File: src/rtl/shift_defs.sv
// Shared mode constants and FSM state encoding for the sequential shifter.
package shift_defs;

    localparam logic [1:0] MODE_LSR = 2'b00;
    localparam logic [1:0] MODE_ASR = 2'b01;
    localparam logic [1:0] MODE_LSL = 2'b10;
    localparam logic [1:0] MODE_ROR = 2'b11;

    typedef enum logic [1:0] {
        IDLE  = 2'b00,
        SHIFT = 2'b01,
        DONE  = 2'b10
    } state_t;

endpackage

File: src/rtl/shift_one_step.sv
// Single-bit shift/rotate of a WIDTH-bit word in one of four modes.
module shift_one_step
    import shift_defs::*;
#(
    parameter int unsigned WIDTH = 5
) (
    input  logic [WIDTH-1:0] q,
    input  logic [1:0]       mode,
    output logic [WIDTH-1:0] q_next_c
);

    always_comb begin
        q_next_c = q;
        case (mode)
            MODE_LSR: q_next_c = {1'b0, q[WIDTH-1:1]};
            MODE_ASR: q_next_c = {q[WIDTH-1], q[WIDTH-1:1]};
            MODE_LSL: q_next_c = {q[WIDTH-2:0], 1'b0};
            MODE_ROR: q_next_c = {q[0], q[WIDTH-1:1]};
            default:  q_next_c = q;
        endcase
    end

endmodule

File: src/rtl/shift_seq_param.sv
// Sequential shifter: loads an operand on start, steps it one bit per clock
// for a run-time amount, then pulses done with the result held in q.
module shift_seq_param
    import shift_defs::*;
#(
    parameter int unsigned WIDTH = 5,
    parameter int unsigned AW    = 3
) (
    input  logic             clk,
    input  logic             rst,
    input  logic             start,
    input  logic [1:0]       mode,
    input  logic [AW-1:0]    amount,
    input  logic [WIDTH-1:0] d,
    output logic [WIDTH-1:0] q,
    output logic             busy,
    output logic             done
);

    state_t           state, state_n;
    logic [AW-1:0]    cnt, cnt_n;
    logic [1:0]       mode_r, mode_n;
    logic [WIDTH-1:0] q_n;
    logic [WIDTH-1:0] q_step;

    shift_one_step #(.WIDTH(WIDTH)) u_step (
        .q        (q),
        .mode     (mode_r),
        .q_next_c (q_step)
    );

    // State, datapath and status flags; busy/done track the next state so
    // they are flops equal to the decode of the registered state.
    always_ff @(posedge clk or posedge rst) begin
        if (rst) begin
            state  <= IDLE;
            q      <= '0;
            cnt    <= '0;
            mode_r <= MODE_LSR;
            busy   <= 1'b0;
            done   <= 1'b0;
        end else begin
            state  <= state_n;
            q      <= q_n;
            cnt    <= cnt_n;
            mode_r <= mode_n;
            busy   <= (state_n == SHIFT);
            done   <= (state_n == DONE);
        end
    end

    // Next-state and datapath; start is honoured in IDLE and DONE only.
    always_comb begin
        state_n = state;
        q_n     = q;
        cnt_n   = cnt;
        mode_n  = mode_r;
        case (state)
            IDLE, DONE: begin
                if (start) begin
                    q_n     = d;
                    cnt_n   = amount;
                    mode_n  = mode;
                    state_n = (amount == '0) ? DONE : SHIFT;
                end else begin
                    state_n = IDLE;
                end
            end
            SHIFT: begin
                q_n   = q_step;
                cnt_n = cnt - AW'(1);
                if (cnt == AW'(1)) begin
                    state_n = DONE;
                end
            end
            default: state_n = IDLE;
        endcase
    end

endmodule

File: config.mk
export PLATFORM = sky130hd
export DESIGN_NAME = shift_seq_param
export DESIGN_NICKNAME = d
export VERILOG_FILES = /design/src/rtl/shift_defs.sv /design/src/rtl/shift_one_step.sv /design/src/rtl/shift_seq_param.sv
export SDC_FILE = /design/constraint.sdc
export NUM_CORES = 1
export LEC_CHECK = 0
export ABC_CLOCK_PERIOD_IN_PS = 2050
export BUFFER_PORTS_ARGS = -buffer_cell sky130_fd_sc_hd__buf_2
export CELL_PAD_IN_SITES_DETAIL_PLACEMENT = 1
export CELL_PAD_IN_SITES_GLOBAL_PLACEMENT = 2
export CORE_MARGIN = 2
export CORE_UTILIZATION = 32
export CTS_CLUSTER_DIAMETER = 100
export DETAILED_ROUTE_END_ITERATION = 10
export PLACE_DENSITY = 0.9
export REMOVE_ABC_BUFFERS = 1
export SETUP_SLACK_MARGIN = 0.1
export SLEW_MARGIN = 20
export SYNTH_ARGS = -nofsm -noshare
export SYNTH_HDL_FRONTEND = slang
export SYNTH_SLANG_ARGS = --single-unit
export TNS_END_PERCENT = 20
File: constraint.sdc
create_clock -name clk -period 2.05 [get_ports clk]
set_clock_uncertainty 0.15 [all_clocks]
set_input_delay 0.1025 -clock clk [delete_from_list [all_inputs] [get_ports clk]]
set_output_delay 0.1025 -clock clk [all_outputs]
set_load 0.005 [all_outputs]
==> results.json, run 1 <==
{
  "status": "completed",
  "async_reset_ff_share_pct": 100,
  "synthMuxAreaShare_pct": 7.22,
  "yosysTopAreaCell": "dfrtp_1",
  "worstPathMaxFanout": 9,
  "grt_max_degree": 15,
  "tightest_slew_ns": 0.583,
  "yosysMostFrequentCell": "dfrtp_1",
  "htreeDepth": 1,
  "die_h_um": 51.1,
  "drt_pass1_iterations": 4,
  "crit_buf_inv": 0,
  "root_buffer": "clkbuf_4",
  "clock_sinks": 14,
  "fmax_mhz": 674,
  "cp_slowest_cell": "nor2b_1",
  "grt_pass1_vias": 696,
  "leakage_uw": 0.000473,
  "synth_commonest_cells": "dfrtp_1 (14), nand2_1 (8), inv_1 (6)",
  "maxSlewHeadroom_pct": 61.0,
  "antenna_found_initial": 0,
  "worstSetupEndpointType": "flip-flop",
  "synth_seq_area_share_pct": 49.3,
  "syn-instance-count": 71,
  "die_w_um": 51.1,
  "hold_class": "primary input to flip-flop",
  "setup_violations": 0,
  "vias": 649,
  "vias_per_cell": 4.99,
  "tns_ns": 0,
  "synth_top_area_share_pct": 49.3,
  "cts_resized": 0,
  "post_cts_buffers": 0,
  "cp_top_family": "simple AND/OR/NAND/NOR gates",
  "ctsHoldBuffers": 11,
  "post-route-drc-count": 0,
  "rows": 17,
  "hold_violations": 0,
  "ios": 20,
  "start_kind": "flip-flop",
  "ys_ff_latch": 14,
  "diodes": 0,
  "synthFlopType": "dfrtp_1",
  "route.antenna.remaining_nets": 0,
  "cp_common_cell": "nand3_1",
  "synth_top_family_by_area": "simple AND/OR/NAND/NOR gates",
  "syn2layout_area_growth_pct": 35.2,
  "fin_crit_ns": 1.48,
  "postSynthAreaPerCell_um2": 10.0,
  "synth_xor_xnor_area_share_pct": 0,
  "synth_edf_count": 0,
  "utilization_pct": 44.7,
  "clkLatencyLatePin_ns": 0.27,
  "slew_viol_final": 0,
  "gr-total-overflow": 0,
  "tritoncts": "built",
  "r2r_slack_ns": 0.57,
  "crit_chain": "nor2b_1 -> nand3_1 -> nand3_1",
  "worstPathArrival_ns": 1.54,
  "drive_gt1_share_pct": 23.5,
  "routed_wl_um": 1750,
  "post-route-period-util_pct": 72.4,
  "synth-simple-area-share_pct": 18.8,
  "worstSetupPathType": "flip-flop to flip-flop",
  "slowest_delay_ns": 0.53,
  "synth_area_um2": 711,
  "start_util_pct": 33.1,
  "ir_drop_v": 0.000688,
  "grt_usage_pct": 16.0,
  "core_mm2": 0.00215,
  "maxCapViolCount": 0,
  "dp_hpwl_um": 1260,
  "routabilityCongestion": 0.843,
  "wire_per_inst_um": 13.4,
  "cts_made_buffers": 3,
  "port_buffers": 19,
  "cts.clk_slew.worst_paths_ns": 0.08,
  "cp.required_ns": 2.11,
  "fillers": 263,
  "synthAdderAreaFrac_pct": 3.52,
  "power_density_mw_per_mm2": 1300,
  "detail_route.iter0.violations": 10,
  "synth_cell_types": 25,
  "yosysWarnings": 0,
  "clock_path_buffers": 2,
  "rsz0062_at_grt": "false",
  "dieArea_mm2": 0.00261,
  "synth_area_leaders": "dfrtp_1 (49%), mux2i_1 (5.6%), nand2_1 (4.2%)",
  "final_nets": 119,
  "synth-compound-area-share_pct": 16.2,
  "grt_pass1_wl_um": 3110
}
==> cells in the final DEF (no fill, tap or decap), drive strengths merged, types with 2 or more instances in the layout <==
| cell | n |
|---|---|
| dlygate4sd3 | 11 |
| a21oi | 3 |
| nand2 | 8 |
| nor2 | 4 |
| o21ai | 3 |
| mux2i | 4 |
| nand2b | 3 |
| clkbuf | 3 |
| ha | 2 |
| o2bb2ai | 3 |
| nor2b | 4 |
| nand3 | 3 |
| inv | 6 |
| buf | 19 |
| a221oi | 3 |
| dfrtp | 14 |
==> sequential cells by signal, summed over array words and instances (netlist names) <==
name and count:
done 1, q 5, cnt 3, busy 1, mode_r 2, state 2
==> path summary, 6_finish.rpt <==
| path | start | endpoint | cells after the start |
|---|---|---|---|
| max | state[0] | q[4] | 3 |
| min | start | mode_r[1] | 4 |
| max reg2reg | state[0] | q[4] | 3 |
| min reg2reg | cnt[1] | cnt[1] | 2 |
| max in group asynchronous | rst | q[1] | 3 |
| min in group asynchronous | rst | cnt[0] | 3 |
==> power breakdown <==
group,total (uW),leakage [uW],switching (uW),internal [uW]
clock network,152,0.0000138,84.0,68.0
registers,518,0.000166,112,406
logic,576,0.000293,293,283
total,1250,0.000473,489,757
==> layer usage <==
layer | global-route usage, % | vias to the layer above | wire [um]
met5 | 0 | - | 0
met4 | 5.86 | 0 | 41
met3 | 4.68 | 4 | 88
met2 | 26.6 | 25 | 822
met1 | 19.4 | 309 | 795
li1 | - | 311 | -
==> metrics by stage <==
stage | cells | total power (uW) | hold slack [ns] | cell area (um^2) | setup WS, ns
after floorplan | 69 | 889 | -0.158 | 698 | 0.783
after global placement | 116 | 1060 | 0.0258 | 828 | 0.629
after CTS | 130 | 1260 | 0.123 | 961 | 0.582
final | 130 | 1250 | 0.124 | 961 | 0.565
after global routing | 130 | 1370 | 0.161 | 961 | 0.411
after detailed placement | 116 | 1080 | 0.0276 | 828 | 0.584
==> worst register-to-register path, delay by kind of cell (launching register included) <==
family | cells | cell delay, ns
flip-flops | 1 | 0.46
AND/OR/NAND/NOR | 3 | 0.82
==> kinds of logic (layout without fill, tap and decap cells) <==
logic type / count (synthesis) / count (layout)
flops: 14 / 14
mux: 5 / 5
buf+inv: 8 / 39
compound gates: 16 / 16
fa+ha+maj: 2 / 2
simple gates: 26 / 26
==> final cells by class <==
class                   instances  area, um^2  share of cell area, %
flip-flops and latches         14         350                   36.5
multi-input cells              49         325                   33.9
repair buffers                 30         205                   21.4
well taps                      28        35.0                   3.65
clock buffers                   3        22.5                   2.34
inverters                       6        22.5                   2.34
Note: power is estimated with default switching activity, not from simulation.
==> run 2, diff against run 1 <==
--- a/config.mk
+++ b/config.mk
@@ -5,15 +5,15 @@
 export SDC_FILE = /design/constraint.sdc
 export NUM_CORES = 1
 export LEC_CHECK = 0
-export ABC_CLOCK_PERIOD_IN_PS = 2050
+export ABC_CLOCK_PERIOD_IN_PS = 1400
 export BUFFER_PORTS_ARGS = -buffer_cell sky130_fd_sc_hd__buf_2
 export CELL_PAD_IN_SITES_DETAIL_PLACEMENT = 1
 export CELL_PAD_IN_SITES_GLOBAL_PLACEMENT = 2
 export CORE_MARGIN = 2
-export CORE_UTILIZATION = 32
+export CORE_UTILIZATION = 29
 export CTS_CLUSTER_DIAMETER = 100
 export DETAILED_ROUTE_END_ITERATION = 10
-export PLACE_DENSITY = 0.9
+export PLACE_DENSITY = 0.84
 export REMOVE_ABC_BUFFERS = 1
 export SETUP_SLACK_MARGIN = 0.1
 export SLEW_MARGIN = 20
==> constraint.sdc (replaced) <==
create_clock -name clk -period 1.4 [get_ports clk]
set_clock_uncertainty 0.15 [all_clocks]
set_input_delay 0.07 -clock clk [delete_from_list [all_inputs] [get_ports clk]]
set_output_delay 0.07 -clock clk [all_outputs]
set_load 0.005 [all_outputs]
==> run 2 against run 1 <==
The flow now finishes with violations (negative hold slack). Count of clock-buffer cells in the layout is the same. Via count shrank 1.1%. Maximum frequency grew 15%. Routed wire length grew 11%. Combinational power grew 89%. Total power grew 67%. Final cell count grew 3.1%. Largest power group unchanged. Highest routed layer unchanged.
==> results.json, run 2 (synthesized netlist as in run 1, its figures left out) <==
{
  "status": "finished with violations",
  "violations": "negative hold slack",
  "dp_hpwl_um": 1400,
  "tightest_slew_ns": 0.547,
  "tns_ns": 0,
  "layout_common_cells": "buf_2 (19), dfrtp_1 (13), dlygate4sd3_1 (12)",
  "diodes": 0,
  "fmax_mhz": 771,
  "tritoncts": "built",
  "crit_chain": "or2b_4 -> o211ai_1 -> nand3_1",
  "antenna_found_initial": 0,
  "hold-worst-slack_ns": -0.0234,
  "utilization_pct": 47.1,
  "core_mm2": 0.00225,
  "maxSlewHeadroom_pct": 63.5,
  "grt_max_degree": 15,
  "ir_drop_v": 0.000751,
  "grt_pass1_vias": 686,
  "die_w_um": 53.5,
  "worstSetupEndpointType": "flip-flop",
  "clock_path_buffers": 2,
  "regMostFlops": "q",
  "fillers": 267,
  "start_util_pct": 31.5,
  "root_buffer": "clkbuf_4",
  "dieArea_mm2": 0.00286,
  "worstPathArrival_ns": 1.31,
  "wire_per_inst_um": 14.4,
  "routabilityCongestion": 0.759,
  "power_density_mw_per_mm2": 1970,
  "cts_made_buffers": 3,
  "cp_slowest_cell": "dfrtp_2",
  "dp.cells": 119,
  "rsz0062_at_grt": "true",
  "htreeDepth": 1,
  "cts.clk_slew.worst_paths_ns": 0.08,
  "detail_route.iter0.violations": 5,
  "die_h_um": 53.5,
  "clock_sinks": 14,
  "hold_class": "primary input to flip-flop",
  "largest_reg_flops": 5,
  "syn2layout_area_growth_pct": 49.3,
  "port_buffers": 19,
  "leakage_uw": 0.000504,
  "drive_gt1_share_pct": 38.7,
  "slew_viol_final": 0,
  "worstSetupPathType": "flip-flop to flip-flop",
  "layoutNonFillerInstCount": 134,
  "vias_per_cell": 4.79,
  "final_common_cell": "buf_2",
  "post_cts_buffers": 0,
  "worstPathMaxFanout": 8,
  "post-route-drc-count": 0,
  "start_kind": "flip-flop",
  "maxCapViolCount": 0,
  "fin_crit_ns": 1.30,
  "grt_pass1_wl_um": 3150,
  "post-route-period-util_pct": 92.6,
  "gr-total-overflow": 0,
  "clkLatencyLatePin_ns": 0.28,
  "ios": 20,
  "rows": 17,
  "slowest_delay_ns": 0.44,
  "routed_wl_um": 1930,
  "hold_violations": 2,
  "route.antenna.remaining_nets": 0,
  "grt_usage_pct": 15.9,
  "finalPower_uw": 2090,
  "cp.required_ns": 1.41,
  "drt_pass1_iterations": 4,
  "setup_violations": 0,
  "top_regs": "q: 5 flops, cnt: 3 flops",
  "final_nets": 123,
  "vias": 642
}
## run 2: changes by cell type in the layout (fill, tap and decap cells not counted), sizes merged
cell         delta
buf             +3
dlygate4sd3     +1
## run 2: power breakdown
part	switching (uW)	internal (uW)
clock network	123	99.9
registers	179	597
logic	520	566
## run 2: final timing paths
path                                start         to  slack, ns  depth (start not counted)
worst min register to register  mode_r[1]  mode_r[1]       0.41                          2
min in group asynchronous             rst       done       0.22                          3
worst max-delay path             state[0]       q[4]       0.10                          3
worst max register to register   state[0]       q[4]       0.10                          3
worst min-delay path            amount[1]       done      -0.02                          3
max in group asynchronous             rst   state[0]       0.48                          3
## run 2: final cells by class
cell class / count / area, um^2 / area share, %
Clock buffer: 3 / 22.5 / 2.12
Tap cell: 28 / 35.0 / 3.30
Inverter: 6 / 22.5 / 2.12
Sequential cell: 14 / 352 / 33.1
Timing Repair Buffer: 34 / 241 / 22.8
Multi-Input combinational cell: 49 / 388 / 36.6
## run 2: metrics by stage
step | cell area (um^2) | setup slack (ns)
final | 1060 | 0.103
after global routing | 1060 | 0.0398
after CTS | 985 | 0.0618
after detailed placement | 851 | 0.0729
after global placement | 851 | 0.109
after floorplan | 698 | 0.133
## run 2: routing by layer
metal	routed length (um)	part of all wire, %	global-route usage, %	vias up
met5	0	0	0	-
met4	29	1.5	5.13	0
met3	60	3.1	4.24	4
met2	980	51	26.7	13
met1	863	45	19.7	305
li1	-	-	-	320
## run 2: repair_timing
action	4_1_cts	5_1_grt
endpoints found under the setup margin	6	11
endpoints found under the hold margin	26	3
pin swaps	0	1
hold buffers	11	2
resized for setup	1	16
gates cloned	0	0
## run 2: critical path: cells and delay by family, from the launching register on
family	cells	cell delay, ns
AOI/OAI and AO/OA	1	0.18
DFF	1	0.44
and+or+nand+nor	2	0.41
==> run 3, diff against run 2 <==
--- a/config.mk
+++ b/config.mk
@@ -6,14 +6,14 @@
 export NUM_CORES = 1
 export LEC_CHECK = 0
 export ABC_CLOCK_PERIOD_IN_PS = 1400
-export BUFFER_PORTS_ARGS = -buffer_cell sky130_fd_sc_hd__buf_2
 export CELL_PAD_IN_SITES_DETAIL_PLACEMENT = 1
 export CELL_PAD_IN_SITES_GLOBAL_PLACEMENT = 2
 export CORE_MARGIN = 2
-export CORE_UTILIZATION = 29
+export CORE_UTILIZATION = 35
 export CTS_CLUSTER_DIAMETER = 100
 export DETAILED_ROUTE_END_ITERATION = 10
-export PLACE_DENSITY = 0.84
+export DONT_BUFFER_PORTS = 1
+export PLACE_DENSITY = 0.83
 export REMOVE_ABC_BUFFERS = 1
 export SETUP_SLACK_MARGIN = 0.1
 export SLEW_MARGIN = 20
==> run 3 against run 2 <==
The flow now finishes without violations. Register-to-register slack about the same. Final cell count down 14%. Maximum frequency up 0.27%. Critical endpoint is now q[3]. Highest routed layer is now met3.
==> results.json, run 3 (synthesized netlist as in run 1, its figures left out) <==
{
  "setup_violations": 0,
  "utilization_pct": 48.5,
  "layout_common_cells": "dfrtp_1 (13), dlygate4sd3_1 (12), nand2_1 (8)",
  "clock_path_buffers": 2,
  "detail_route.iter0.violations": 5,
  "regArea_um2": 352,
  "antenna_found_initial": 0,
  "vias_per_cell": 5.07,
  "tns_ns": 0,
  "die_w_um": 49.1,
  "rows": 16,
  "hold_path_depth": 3,
  "fmax_mhz": 773,
  "syn2layout_area_growth_pct": 32.4,
  "hp-start": "start",
  "dp.cells": 99,
  "gr-total-overflow": 0,
  "root_buffer": "clkbuf_4",
  "routabilityCongestion": 0.768,
  "cts_made_buffers": 3,
  "vias": 583,
  "hold_violations": 0,
  "worstSetupPathType": "flip-flop to flip-flop",
  "grt_pass1_wl_um": 2930,
  "grt_pass1_vias": 685,
  "leakage_uw": 0.000434,
  "slew_viol_final": 0,
  "worstPathArrival_ns": 1.33,
  "top_regs": "q: 5 flops, cnt: 3 flops",
  "core_mm2": 0.00194,
  "cp.required_ns": 1.44,
  "worstPathMaxFanout": 8,
  "fin_crit_ns": 1.29,
  "multi_input_area_um2": 354,
  "maxCapViolCount": 0,
  "clkLatencyLatePin_ns": 0.28,
  "grt_usage_pct": 16.0,
  "fillers": 222,
  "routed_wl_um": 1730,
  "timing.final.ws_setup_ns": 0.107,
  "post-route-drc-count": 0,
  "tightest_slew_ns": 0.539,
  "final_nets": 104,
  "layoutNonFillerInstCount": 115,
  "hold_class": "primary input to flip-flop",
  "start_kind": "flip-flop",
  "clock_sinks": 14,
  "start_util_pct": 36.6,
  "r2r_end": "q[3]",
  "power_density_mw_per_mm2": 2050,
  "htreeDepth": 1,
  "port_buffers": 0,
  "hold-worst-slack_ns": 0.000910,
  "drt_pass1_iterations": 4,
  "drive_gt1_share_pct": 18.2,
  "timing.rr.start": "state[0]",
  "route.antenna.remaining_nets": 0,
  "status": "completed",
  "post-route-period-util_pct": 92.4,
  "r2r_slack_ns": 0.11,
  "ir_drop_v": 0.000869,
  "worst-r2r-cell-count": 3,
  "die_h_um": 49.1,
  "diodes": 0,
  "grt_max_degree": 15,
  "worstSetupEndpointType": "flip-flop",
  "min_to": "cnt[2]",
  "ios": 20,
  "largest_reg_flops": 5,
  "dieArea_mm2": 0.00241,
  "dp_hpwl_um": 1230,
  "final_common_cell": "dfrtp_1",
  "tritoncts": "built",
  "cts.clk_slew.worst_paths_ns": 0.08,
  "dp_slack_ns": -0.0292,
  "regMostFlops": "q",
  "rsz0062_at_grt": "true",
  "maxSlewHeadroom_pct": 64.0,
  "wire_per_inst_um": 15.0
}
==> run 3: report_power, final <==
| part | leakage [uW] | internal [uW] | total (uW) | switching [uW] |
|---|---|---|---|---|
| sequential | 0.000165 | 597 | 798 | 201 |
| clock | 0.0000210 | 158 | 289 | 131 |
| combinational | 0.000248 | 437 | 842 | 406 |
==> run 3: critical path: stages, from the launching register on <==
cell and delay [ns]:
dfrtp_2 0.44, nor2_1 0.08, a21o_1 0.23, a221oi_2 0.30
==> run 3: cell type report <==
type,instances,share of cell area [%]
Sequential cell,14,37.4
Tap cell,27,3.59
Timing Repair Buffer,15,15.2
Multi-Input combinational cell,49,37.6
Clock buffer,4,3.86
Inverter,6,2.39
==> run 3: what timing repair did <==
action,in CTS,in global routing
buffers inserted,0,0
pin swaps,0,1
endpoints found under the setup margin,8,8
gates resized for setup,4,4
hold buffers,12,0
endpoints found under the hold margin,28,0
==> run 3: how the worst max path moves through the flow <==
stage	startpoint	end	slack (ns)	cells after the start
4_1_cts	state[0]	q[3]	0.08	3
3_3_place_gp	state[0]	cnt[2]	0.04	2
6_report	state[0]	q[3]	0.11	3
5_1_grt	state[0]	q[3]	0.02	3
2_1_floorplan	state[0]	cnt[1]	0.13	3
3_5_place_dp	state[0]	cnt[2]	-0.03	2
==> run 3: per-layer routing <==
layer	global-route usage (%)	share of wire, %
met5	0	0
met4	10.0	0
met1	17.4	44
met2	28.2	51
met3	3.37	4.4
==> run 3: per-stage QoR <==
stage / instance area, um^2 / total power [uW]
finish: 941 / 1930
global route: 941 / 2100
CTS: 922 / 1890
detailed placement: 754 / 1550
global placement: 754 / 1520
floorplan: 698 / 1300
